File: src/rtl/alu_ctrl_pkg.sv
`default_nettype none
// ============================================================================
//  Module      : alu_ctrl_pkg
//  Description : Shared command opcodes, controller states and timeout default
//  Revision    : 1.0 - initial release
// ============================================================================
package alu_ctrl_pkg;

  localparam logic [7:0] CMD_ALU_OP  = 8'hCC;  // frame: CC, A, B, FUN
  localparam logic [7:0] CMD_ALU_NOP = 8'hDD;  // frame: DD, FUN (stored operands)

  localparam int unsigned TIMEOUT_DEF = 15;

  typedef enum logic [2:0] {
    ST_IDLE     = 3'd0,
    ST_GET_A    = 3'd1,
    ST_GET_B    = 3'd2,
    ST_GET_FUN  = 3'd3,
    ST_WAIT_RES = 3'd4,
    ST_SEND_LO  = 3'd5,
    ST_SEND_HI  = 3'd6
  } ctrl_state_t;

endpackage
`default_nettype wire

File: src/rtl/alu_cmd_ctrl_if.sv
`default_nettype none
// ============================================================================
//  Module      : alu_cmd_ctrl_if
//  Description : Byte RX/TX and ALU request/result bundle of the controller
//  Revision    : 1.0 - initial release
// ============================================================================
interface alu_cmd_ctrl_if #(
  parameter int DATA_W = 8,
  parameter int RES_W  = 16
) ();

  logic [DATA_W-1:0] rx_data;
  logic              rx_valid;
  logic [DATA_W-1:0] alu_a;
  logic [DATA_W-1:0] alu_b;
  logic [3:0]        alu_fun;
  logic              alu_en;
  logic [RES_W-1:0]  alu_out;
  logic              alu_valid;
  logic [DATA_W-1:0] tx_data;
  logic              tx_valid;
  logic              tx_busy;
  logic              cmd_err;
  logic              rx_drop;

  modport master (
    input  rx_data, rx_valid, alu_out, alu_valid, tx_busy,
    output alu_a, alu_b, alu_fun, alu_en, tx_data, tx_valid, cmd_err, rx_drop
  );

  modport slave (
    output rx_data, rx_valid, alu_out, alu_valid, tx_busy,
    input  alu_a, alu_b, alu_fun, alu_en, tx_data, tx_valid, cmd_err, rx_drop
  );

endinterface
`default_nettype wire

File: src/rtl/alu_resp_timer.sv
`default_nettype none
// ============================================================================
//  Module      : alu_resp_timer
//  Description : Counts cycles spent waiting for the ALU result
//  Revision    : 1.0 - initial release
// ============================================================================
module alu_resp_timer #(
  parameter int TIMEOUT = 15
) (
  input  wire  clk,
  input  wire  rst,
  input  wire  clear,
  input  wire  enable,
  output logic expire
);

  localparam int CNT_W = $clog2(TIMEOUT + 1);
  localparam logic [CNT_W-1:0] C_LAST = CNT_W'(TIMEOUT - 1);
  localparam logic [CNT_W-1:0] C_MAX  = CNT_W'(TIMEOUT);

  logic [CNT_W-1:0] r_cnt;

  // Fires in the last waiting cycle, so the count would reach TIMEOUT on this edge
  assign expire = enable && (r_cnt == C_LAST);

  always_ff @(posedge clk or negedge rst) begin
    if (!rst) begin
      r_cnt <= '0;
    end else if (clear) begin
      r_cnt <= '0;
    end else if (enable && (r_cnt != C_MAX)) begin
      r_cnt <= r_cnt + 1'b1;
    end
  end

endmodule
`default_nettype wire

File: src/rtl/alu_cmd_ctrl.sv
`default_nettype none
// ============================================================================
//  Module      : alu_cmd_ctrl
//  Description : Parses byte commands, drives one ALU operation, returns result
//  Revision    : 1.0 - initial release
// ============================================================================
module alu_cmd_ctrl
  import alu_ctrl_pkg::*;
#(
  parameter int DATA_W  = 8,
  parameter int RES_W   = 16,
  parameter int TIMEOUT = TIMEOUT_DEF
) (
  input  wire             clk,
  input  wire             rst,
  alu_cmd_ctrl_if.master  bus
);

  ctrl_state_t       r_state;
  logic [DATA_W-1:0] r_alu_a;
  logic [DATA_W-1:0] r_alu_b;
  logic [3:0]        r_alu_fun;
  logic              r_alu_en;
  logic [RES_W-1:0]  r_result;
  logic [DATA_W-1:0] r_tx_data;
  logic              r_tx_valid;
  logic              r_cmd_err;
  logic              r_rx_drop;

  logic w_tmr_clr;
  logic w_tmr_en;
  logic w_expire;
  logic w_tx_accept;

  assign w_tmr_clr   = (r_state == ST_GET_FUN) && bus.rx_valid;
  assign w_tmr_en    = (r_state == ST_WAIT_RES);
  assign w_tx_accept = r_tx_valid && !bus.tx_busy;

  alu_resp_timer #(
    .TIMEOUT (TIMEOUT)
  ) u_timer (
    .clk    (clk),
    .rst    (rst),
    .clear  (w_tmr_clr),
    .enable (w_tmr_en),
    .expire (w_expire)
  );

  always_ff @(posedge clk or negedge rst) begin
    if (!rst) begin
      r_state    <= ST_IDLE;
      r_alu_a    <= '0;
      r_alu_b    <= '0;
      r_alu_fun  <= '0;
      r_alu_en   <= 1'b0;
      r_result   <= '0;
      r_tx_data  <= '0;
      r_tx_valid <= 1'b0;
      r_cmd_err  <= 1'b0;
      r_rx_drop  <= 1'b0;
    end else begin
      r_cmd_err <= 1'b0;
      r_rx_drop <= 1'b0;
      case (r_state)
        ST_IDLE: begin
          if (bus.rx_valid) begin
            if (bus.rx_data == CMD_ALU_OP) begin
              r_state <= ST_GET_A;
            end else if (bus.rx_data == CMD_ALU_NOP) begin
              r_state <= ST_GET_FUN;
            end else begin
              r_cmd_err <= 1'b1;
            end
          end
        end
        ST_GET_A: begin
          if (bus.rx_valid) begin
            r_alu_a <= bus.rx_data;
            r_state <= ST_GET_B;
          end
        end
        ST_GET_B: begin
          if (bus.rx_valid) begin
            r_alu_b <= bus.rx_data;
            r_state <= ST_GET_FUN;
          end
        end
        ST_GET_FUN: begin
          if (bus.rx_valid) begin
            r_alu_fun <= bus.rx_data[3:0];
            r_alu_en  <= 1'b1;
            r_state   <= ST_WAIT_RES;
          end
        end
        ST_WAIT_RES: begin
          r_rx_drop <= bus.rx_valid;
          // A result arriving in the final waiting cycle still wins over the timeout
          if (bus.alu_valid) begin
            r_result   <= bus.alu_out;
            r_alu_en   <= 1'b0;
            r_tx_valid <= 1'b1;
            r_tx_data  <= bus.alu_out[DATA_W-1:0];
            r_state    <= ST_SEND_LO;
          end else if (w_expire) begin
            r_alu_en  <= 1'b0;
            r_cmd_err <= 1'b1;
            r_state   <= ST_IDLE;
          end
        end
        ST_SEND_LO: begin
          r_rx_drop <= bus.rx_valid;
          if (w_tx_accept) begin
            r_tx_data <= r_result[RES_W-1:DATA_W];
            r_state   <= ST_SEND_HI;
          end else begin
            r_tx_data <= r_result[DATA_W-1:0];
          end
        end
        ST_SEND_HI: begin
          r_rx_drop <= bus.rx_valid;
          if (w_tx_accept) begin
            r_tx_valid <= 1'b0;
            r_state    <= ST_IDLE;
          end
        end
        default: begin
          r_state <= ST_IDLE;
        end
      endcase
    end
  end

  assign bus.alu_a    = r_alu_a;
  assign bus.alu_b    = r_alu_b;
  assign bus.alu_fun  = r_alu_fun;
  assign bus.alu_en   = r_alu_en;
  assign bus.tx_data  = r_tx_data;
  assign bus.tx_valid = r_tx_valid;
  assign bus.cmd_err  = r_cmd_err;
  assign bus.rx_drop  = r_rx_drop;

endmodule
`default_nettype wire
File: src/flat_wrapper.sv
// flat-port wrapper written by rule: the top's interface ports become plain ports
module alu_cmd_ctrl_flat import alu_ctrl_pkg::*;
#(
  parameter int DATA_W  = 8,
  parameter int RES_W   = 16,
  parameter int TIMEOUT = TIMEOUT_DEF
)
  (clk, rst, bus_rx_data, bus_rx_valid, bus_alu_out, bus_alu_valid, bus_tx_busy, bus_alu_a, bus_alu_b, bus_alu_fun, bus_alu_en, bus_tx_data, bus_tx_valid, bus_cmd_err, bus_rx_drop);
  alu_cmd_ctrl_if #(.DATA_W(DATA_W), .RES_W(RES_W)) bus_i ();
  input  wire clk;
  input  wire rst;
  input wire logic [$bits(bus_i.rx_data)-1:0] bus_rx_data;
  input wire logic [$bits(bus_i.rx_valid)-1:0] bus_rx_valid;
  input wire logic [$bits(bus_i.alu_out)-1:0] bus_alu_out;
  input wire logic [$bits(bus_i.alu_valid)-1:0] bus_alu_valid;
  input wire logic [$bits(bus_i.tx_busy)-1:0] bus_tx_busy;
  output wire logic [$bits(bus_i.alu_a)-1:0] bus_alu_a;
  output wire logic [$bits(bus_i.alu_b)-1:0] bus_alu_b;
  output wire logic [$bits(bus_i.alu_fun)-1:0] bus_alu_fun;
  output wire logic [$bits(bus_i.alu_en)-1:0] bus_alu_en;
  output wire logic [$bits(bus_i.tx_data)-1:0] bus_tx_data;
  output wire logic [$bits(bus_i.tx_valid)-1:0] bus_tx_valid;
  output wire logic [$bits(bus_i.cmd_err)-1:0] bus_cmd_err;
  output wire logic [$bits(bus_i.rx_drop)-1:0] bus_rx_drop;
  assign bus_i.rx_data = bus_rx_data;
  assign bus_i.rx_valid = bus_rx_valid;
  assign bus_i.alu_out = bus_alu_out;
  assign bus_i.alu_valid = bus_alu_valid;
  assign bus_i.tx_busy = bus_tx_busy;
  assign bus_alu_a = bus_i.alu_a;
  assign bus_alu_b = bus_i.alu_b;
  assign bus_alu_fun = bus_i.alu_fun;
  assign bus_alu_en = bus_i.alu_en;
  assign bus_tx_data = bus_i.tx_data;
  assign bus_tx_valid = bus_i.tx_valid;
  assign bus_cmd_err = bus_i.cmd_err;
  assign bus_rx_drop = bus_i.rx_drop;
  alu_cmd_ctrl #(.DATA_W(DATA_W), .RES_W(RES_W), .TIMEOUT(TIMEOUT)) u_core (.clk(clk), .rst(rst), .bus(bus_i));
endmodule
File: config.mk
export PLATFORM = sky130hd
export DESIGN_NAME = alu_cmd_ctrl_flat
export DESIGN_NICKNAME = d
export VERILOG_FILES = /design/src/rtl/alu_ctrl_pkg.sv /design/src/rtl/alu_cmd_ctrl_if.sv /design/src/rtl/alu_resp_timer.sv /design/src/rtl/alu_cmd_ctrl.sv /design/src/flat_wrapper.sv
export SDC_FILE = /design/constraint.sdc
export NUM_CORES = 1
export LEC_CHECK = 0
export ABC_AREA = 0
export CAP_MARGIN = 30
export CORE_MARGIN = 4
export CORE_UTILIZATION = 49
export DETAILED_ROUTE_END_ITERATION = 8
export PLACE_DENSITY_LB_ADDON = 0.25
export SYNTH_ARGS = -nofsm -noshare
export SYNTH_HDL_FRONTEND = slang
export SYNTH_SLANG_ARGS = --single-unit
export TNS_END_PERCENT = 20
File: constraint.sdc
create_clock -name clk -period 2 [get_ports clk]
set_input_delay 0.4 -clock clk [delete_from_list [all_inputs] [get_ports clk]]
set_output_delay 0.4 -clock clk [all_outputs]
set_load 0.05 [all_outputs]
==> results.sh, run 1 <==
export IMPL_status="finished, final reports clean"
export IMPL_worst_path_slowest_cell="sky130_fd_sc_hd__clkdlybuf4s50_1"
export IMPL_clock_root_buffer="sky130_fd_sc_hd__clkbuf_8"
export IMPL_rr_worst_depth=4
export IMPL_crit_end="bus_alu_b[2]"
export IMPL_max_vdd_ir_drop_mv=1.116
export IMPL_grt_antenna_before_repair=0
export IMPL_core_area_um2=4817
export IMPL_cts_resized=0
export IMPL_yosysWarningCount=0
export IMPL_synthFlopType="sky130_fd_sc_hd__dfrtp_1"
export IMPL_grt_setup_unrepaired="false"
export IMPL_placement_rows=25
export IMPL_synth_area_um2=2492
export IMPL_p_leak_nw=1.503
export IMPL_tritoncts_num_sinks=55
export IMPL_critical_path_cell_chain="clkdlybuf4s50_1"
export IMPL_drt_first_iter_violations=100
export IMPL_worst_setup_path_start_kind="register"
export IMPL_place_hpwl_mm=3.934
export IMPL_power_share_clock_pct=13.2
export IMPL_criticalPathCategory="reg -> out"
export IMPL_netlist_area_leader_share_pct=55.22
export IMPL_placed_cells_incl_taps=370
export IMPL_die_area_um2=6292
export IMPL_grt_start_max_net_pins=56
export IMPL_post_route_worst_setup_slack_ns=0.09290
export IMPL_fin_setup_tns_ns=0
export IMPL_rr_startpoint="u_core.r_state[2]"
export IMPL_antenna_cells_inserted=0
export IMPL_globalplace_congestion=0.7629
export IMPL_startpoint="u_core.bus.alu_b[2]"
export IMPL_worst_path_buf_inv=1
export IMPL_asyncSetResetFlopFracSynth_pct=100.0
export IMPL_syn_instance_count=239
export IMPL_place_port_buffers=60
export IMPL_synth_edff_count=0
export IMPL_worstPathArrival_ns=1.51
export IMPL_powerDensity_nw_per_um2=1683
export IMPL_vertical_extent_of_the_die_um=79.32
export IMPL_switching_share_pct=43.88
export IMPL_final_cell_mix="sky130_fd_sc_hd__nand2_1 (66), sky130_fd_sc_hd__clkdlybuf4s50_1 (58), sky130_fd_sc_hd__dfrtp_1 (55)"
export IMPL_chipWidth_um=79.32
export IMPL_io_pins=61
export IMPL_layoutNonFillerInstCount=378
export IMPL_ys_ff_latch=55
export IMPL_achievable_clock_frequency_mhz=524.4
export IMPL_rel_slew_slack_pct=64.12
export IMPL_insertion_delay_ns=0.31
export IMPL_switchingPower_mw=2.516
export IMPL_max_cap_violations=0
export IMPL_filler_cell_count=382
export IMPL_area_growth_syn_to_layout_pct=36.70
export IMPL_clock_tree_from_tritoncts="built"
export IMPL_seq_area_frac_synth_pct=55.22
export IMPL_p_int_mw=3.217
export IMPL_cts_root_to_sink_buffers=2
export IMPL_cts_htree_levels=2
export IMPL_detail_route_wl_per_cell_um=14.54
export IMPL_critPathCaptureType="output port"
export IMPL_hold_path_class="in -> async"
export IMPL_global_route_overflow_total=0
export IMPL_total_wirelength_mm=5.497
export IMPL_fin_crit_ns=1.907
export IMPL_initial_core_util_pct=51.74
export IMPL_timing_final_max_slew_violations=0
export IMPL_ant_nets=0
export IMPL_min_period_over_period_pct=95.36
export IMPL_hold_violations=0
export IMPL_cts_hold_buffers=0
export IMPL_fin_worst_skew_ns=0.009933
export IMPL_rr_endpoint="u_core.bus.alu_b[3]"
export IMPL_grt_first_pass_wirelength_mm=9.308
export IMPL_hold_worst_slack_ns=0.07536
export IMPL_worst_pin_slew_ns=0.5365
export IMPL_final_layout_size_suffix_gt1_share_pct=17.04
export IMPL_final_common_cell="sky130_fd_sc_hd__nand2_1"
export IMPL_vias_per_cell=5.225
export IMPL_worstPathMaxFanout=2
export IMPL_total_power_mw=5.733
export IMPL_sequentialPowerShare_pct=34.4
export IMPL_r2r_slack_ns=0.29
export IMPL_grt_usage_pct=19.03
export IMPL_route_detailed_drc=0
export IMPL_clkTransAtPathRegs_ns=0.10
export IMPL_post_synth_top_area_cell="sky130_fd_sc_hd__dfrtp_1"
export IMPL_via_count=1975
export IMPL_syn_mean_instance_area_um2=10.43
export IMPL_cp_top_family="buffers and inverters"
export IMPL_setup_viol_count_final=0
export IMPL_cp_slowest_stage_delay_ns=0.83
export IMPL_combPwrFrac_pct=52.4
export IMPL_cp_required_ns=1.60
export IMPL_synth_cell_type_count=43
export IMPL_synth_top_cells_by_area="sky130_fd_sc_hd__dfrtp_1 (55%), sky130_fd_sc_hd__nand2_1 (9.9%), sky130_fd_sc_hd__mux2_2 (9.0%)"
export IMPL_first_global_vias=1923
export IMPL_detail_route_first_pass_iterations=4
export IMPL_cts_made_buffers=5
export IMPL_post_cts_setup_buffer_count=0
export IMPL_finish_net_count=341
export IMPL_timing_critical_path_depth=1
export IMPL_post_place_ws_ns=0.07150
export IMPL_syn_nets=270
==> state kept, by name (all words and copies together), names as in the netlist <==
register,flops
u_core.u_timer.r_cnt,4
u_core.bus.alu_a,8
u_core.bus.tx_data,8
u_core.r_state,3
u_core.bus.alu_en,1
u_core.r_result,16
u_core.bus.cmd_err,1
u_core.bus.alu_fun,4
u_core.bus.alu_b,8
u_core.bus.tx_valid,1
u_core.bus.rx_drop,1
==> power groups by stage <==
stage / combinational (mW) / clock, mW / sequential [mW]
2_1_floorplan: 0.942 / 0 / 3.00
3_3_place_gp: 2.97 / 0 / 1.97
3_5_place_dp: 3.02 / 0 / 1.99
4_1_cts: 3.03 / 0.777 / 1.97
5_1_grt: 3.20 / 0.833 / 2.05
6_report: 3.00 / 0.758 / 1.97
==> Yosys cell counts (2+ instances only) <==
library cell               instances
sky130_fd_sc_hd__clkbuf_1          4
sky130_fd_sc_hd__inv_1             4
sky130_fd_sc_hd__nand3_1           2
sky130_fd_sc_hd__o31ai_1           4
sky130_fd_sc_hd__a31oi_1           2
sky130_fd_sc_hd__and3_1            2
sky130_fd_sc_hd__and3b_1           2
sky130_fd_sc_hd__a311oi_1          7
sky130_fd_sc_hd__nand2b_1          3
sky130_fd_sc_hd__ha_1              2
sky130_fd_sc_hd__o21ai_0           4
sky130_fd_sc_hd__nor2_2            2
sky130_fd_sc_hd__nor4_1            2
sky130_fd_sc_hd__nand2_1          66
sky130_fd_sc_hd__nor2b_1           2
sky130_fd_sc_hd__nor3_1            8
sky130_fd_sc_hd__or3_1             5
sky130_fd_sc_hd__mux2_2           20
sky130_fd_sc_hd__dfrtp_1          55
sky130_fd_sc_hd__nor2_1            8
sky130_fd_sc_hd__buf_2             8
sky130_fd_sc_hd__a21oi_1           6
==> layout make-up <==
type	instances	area, um^2	share of cell area, %
sequential	55	1376	40.40
multi-input combinational	166	1049	30.77
timing repair buffer	78	765.7	22.48
tap	67	83.83	2.461
clock buffer	6	82.58	2.424
clock inverter	2	35.03	1.028
inverter	4	15.01	0.4407
==> through the flow <==
| stage | util [%] | cell area, um^2 |
|---|---|---|
| 2_1_floorplan | - | 2492 |
| 3_3_place_gp | 68.29 | 3289 |
| 6_report | 70.73 | 3407 |
| 3_5_place_dp | 68.29 | 3289 |
| 4_1_cts | 70.73 | 3407 |
| 5_1_grt | 70.73 | 3407 |
==> worst min-delay path by stage <==
stage | slack (ns) | to | from | cells past startpoint
after detailed placement | 0.42 | u_core.bus.alu_b[3] | rst | 2
after CTS | 0.08 | u_core.bus.cmd_err | rst | 2
after floorplan | 0.10 | u_core.bus.alu_a[0] | rst | 0
final | 0.08 | u_core.bus.rx_drop | rst | 2
after global placement | 0.42 | u_core.bus.alu_fun[3] | rst | 2
after global routing | 0.09 | u_core.bus.cmd_err | rst | 2
==> kinds of logic (layout without fill, tap and decap cells) <==
logic type / count (synthesis) / count (layout) / synth area share, %
AOI/OAI and AO/OA: 32 / 32 / 9.388
xor gates and xnor gates: 1 / 1 / 0.3515
adders and majority gates: 2 / 2 / 1.004
buffers and inverters: 18 / 90 / 3.313
DFF: 55 / 55 / 55.22
muxes: 21 / 21 / 9.438
and+or+nand+nor: 110 / 110 / 21.29
==> per-layer routing <==
metal	GRT usage, %	part of all wire [%]
met4	5.155	1.1
met1	25.82	45
met3	7.596	8.0
met5	0	0
met2	28.37	45
(Power assumes the default switching activity.)
==> inputs of run 2 (changes only) <==
Settings changed: CTS_CLUSTER_DIAMETER from default to 200, CTS_CLUSTER_SIZE from default to 20, MAX_ROUTING_LAYER from default to met4.
==> run 2 against run 1 <==
Compared with the run above: count of clock-buffer cells in the layout unchanged; global-route usage increased by 0.45 points; power decreased by 0.18%; non-clock buffer count unchanged; routed wire length decreased by 1.1%; first-iteration DRC count increased by 21%; maximum frequency increased by 0.42%; critical endpoint unchanged; highest routed layer unchanged.
==> results.sh, run 2 (synthesized netlist as in run 1, its figures left out) <==
export IMPL_status="finished, final reports clean"
export IMPL_placement_rows=25
export IMPL_r2r_slack_ns=0.28
export IMPL_antenna_cells_inserted=0
export IMPL_switching_share_pct=43.78
export IMPL_p_int_mw=3.217
export IMPL_timing_final_max_slew_violations=0
export IMPL_hold_path_class="in -> async"
export IMPL_initial_core_util_pct=51.74
export IMPL_switchingPower_mw=2.505
export IMPL_rr_worst_depth=4
export IMPL_setup_viol_count_final=0
export IMPL_post_cts_setup_buffer_count=0
export IMPL_vias_per_cell=5.180
export IMPL_globalplace_congestion=0.7731
export IMPL_worst_path_buf_inv=1
export IMPL_criticalPathCategory="reg -> out"
export IMPL_hold_violations=0
export IMPL_achievable_clock_frequency_mhz=526.6
export IMPL_clock_tree_from_tritoncts="built"
export IMPL_area_sequential_um2=1376
export IMPL_min_period_over_period_pct=94.96
export IMPL_critPathCaptureType="output port"
export IMPL_cts_hold_buffers=0
export IMPL_fin_crit_ns=1.899
export IMPL_fin_worst_skew_ns=0.008665
export IMPL_cts_made_buffers=5
export IMPL_worstPathArrival_ns=1.50
export IMPL_powerDensity_nw_per_um2=1680
export IMPL_final_common_cell="sky130_fd_sc_hd__nand2_1"
export IMPL_global_route_met3_utilization_pct=7.029
export IMPL_finish_net_count=341
export IMPL_place_port_buffers=60
export IMPL_filler_cell_count=382
export IMPL_max_vdd_ir_drop_mv=1.115
export IMPL_largest_reg_flops=16
export IMPL_grt_first_pass_wirelength_mm=9.301
export IMPL_rr_endpoint="u_core.bus.alu_b[3]"
export IMPL_clock_root_buffer="sky130_fd_sc_hd__clkbuf_8"
export IMPL_p_leak_nw=1.503
export IMPL_grt_start_max_net_pins=56
export IMPL_routing_layer_with_the_top_usage_in_global_route="met2"
export IMPL_ant_nets=0
export IMPL_via_count=1958
export IMPL_final_cell_mix="sky130_fd_sc_hd__nand2_1 (66), sky130_fd_sc_hd__clkdlybuf4s50_1 (58), sky130_fd_sc_hd__dfrtp_1 (55)"
export IMPL_final_layout_size_suffix_gt1_share_pct=17.04
export IMPL_cts_resized=0
export IMPL_insertion_delay_ns=0.30
export IMPL_place_hpwl_mm=3.934
export IMPL_global_route_overflow_total=0
export IMPL_fin_setup_tns_ns=0
export IMPL_die_area_um2=6292
export IMPL_chipWidth_um=79.32
export IMPL_drt_first_iter_violations=121
export IMPL_detail_route_first_pass_iterations=6
export IMPL_met1_usage_pct=26.04
export IMPL_total_wirelength_mm=5.437
export IMPL_cp_top_family="buffers and inverters"
export IMPL_core_area_um2=4817
export IMPL_critical_path_cell_chain="clkdlybuf4s50_1"
export IMPL_globalRouteMet2Util_pct=28.28
export IMPL_power_share_clock_pct=13.1
export IMPL_fin_area_um2=3407
export IMPL_worstPathMaxFanout=2
export IMPL_vertical_extent_of_the_die_um=79.32
export IMPL_cts_root_to_sink_buffers=2
export IMPL_io_pins=61
export IMPL_route_detailed_drc=0
export IMPL_combPwrFrac_pct=52.4
export IMPL_clkTransAtPathRegs_ns=0.10
export IMPL_multiInputGateArea_um2=1049
export IMPL_rel_slew_slack_pct=64.68
export IMPL_grt_usage_pct=19.48
export IMPL_sequentialPowerShare_pct=34.5
export IMPL_worst_path_slowest_cell="sky130_fd_sc_hd__clkdlybuf4s50_1"
export IMPL_grt_antenna_before_repair=0
export IMPL_cts_htree_levels=2
export IMPL_post_dp_cell_area_um2=3289
export IMPL_cp_required_ns=1.60
export IMPL_rr_startpoint="u_core.r_state[2]"
export IMPL_worst_pin_slew_ns=0.5281
export IMPL_detail_route_wl_per_cell_um=14.38
export IMPL_max_cap_violations=0
export IMPL_largest_register_by_flop_count="u_core.r_result"
export IMPL_grt_setup_unrepaired="false"
export IMPL_first_global_vias=1938
export IMPL_cp_slowest_stage_delay_ns=0.83
export IMPL_area_growth_syn_to_layout_pct=36.70
export IMPL_tritoncts_num_sinks=55
export IMPL_worst_setup_path_start_kind="register"
==> run 2: final cells by class <==
type	instances	share of cell area, %
timing repair buffer	78	22.48
clock inverter	2	1.028
sequential	55	40.40
inverter	4	0.4407
clock buffer	6	2.424
multi-input combinational	166	30.77
tap	67	2.461
==> run 2: per-layer routing <==
metal	routed length (um)	part of all wire (%)
met4	39	0.72
met3	393	7.2
met1	2453	45
met5	0	0
met2	2550	47
==> run 2: stage by stage <==
step | cells | setup WS (ns) | util, % | hold slack, ns | power [mW]
6_report | 378 | 0.1009 | 70.73 | 0.08309 | 5.722
5_1_grt | 378 | 0.03135 | 70.73 | 0.08626 | 6.089
4_1_cts | 378 | 0.07708 | 70.73 | 0.08470 | 5.781
3_5_place_dp | 370 | 0.07150 | 68.29 | 0.4181 | 5.010
3_3_place_gp | 370 | 0.05155 | 68.29 | 0.4178 | 4.941
2_1_floorplan | 239 | 0.4442 | - | 0.1044 | 3.945
==> run 2: power groups by stage <==
stage / clock network (mW) / logic [mW] / registers, mW
2_1_floorplan: 0 / 0.942 / 3.00
4_1_cts: 0.777 / 3.03 / 1.97
6_report: 0.752 / 3.00 / 1.97
5_1_grt: 0.833 / 3.20 / 2.05
3_5_place_dp: 0 / 3.02 / 1.99
3_3_place_gp: 0 / 2.97 / 1.97
==> run 2: worst max-delay path by stage <==
stage | start | cells after the start | end
2_1_floorplan | u_core.bus.tx_valid | 4 | u_core.r_state[0]
3_3_place_gp | bus_rx_data[3] | 4 | u_core.r_state[0]
3_5_place_dp | bus_rx_data[3] | 4 | u_core.r_state[0]
4_1_cts | u_core.bus.alu_b[2] | 1 | bus_alu_b[2]
5_1_grt | u_core.bus.alu_b[2] | 1 | bus_alu_b[2]
6_report | u_core.bus.alu_b[2] | 1 | bus_alu_b[2]
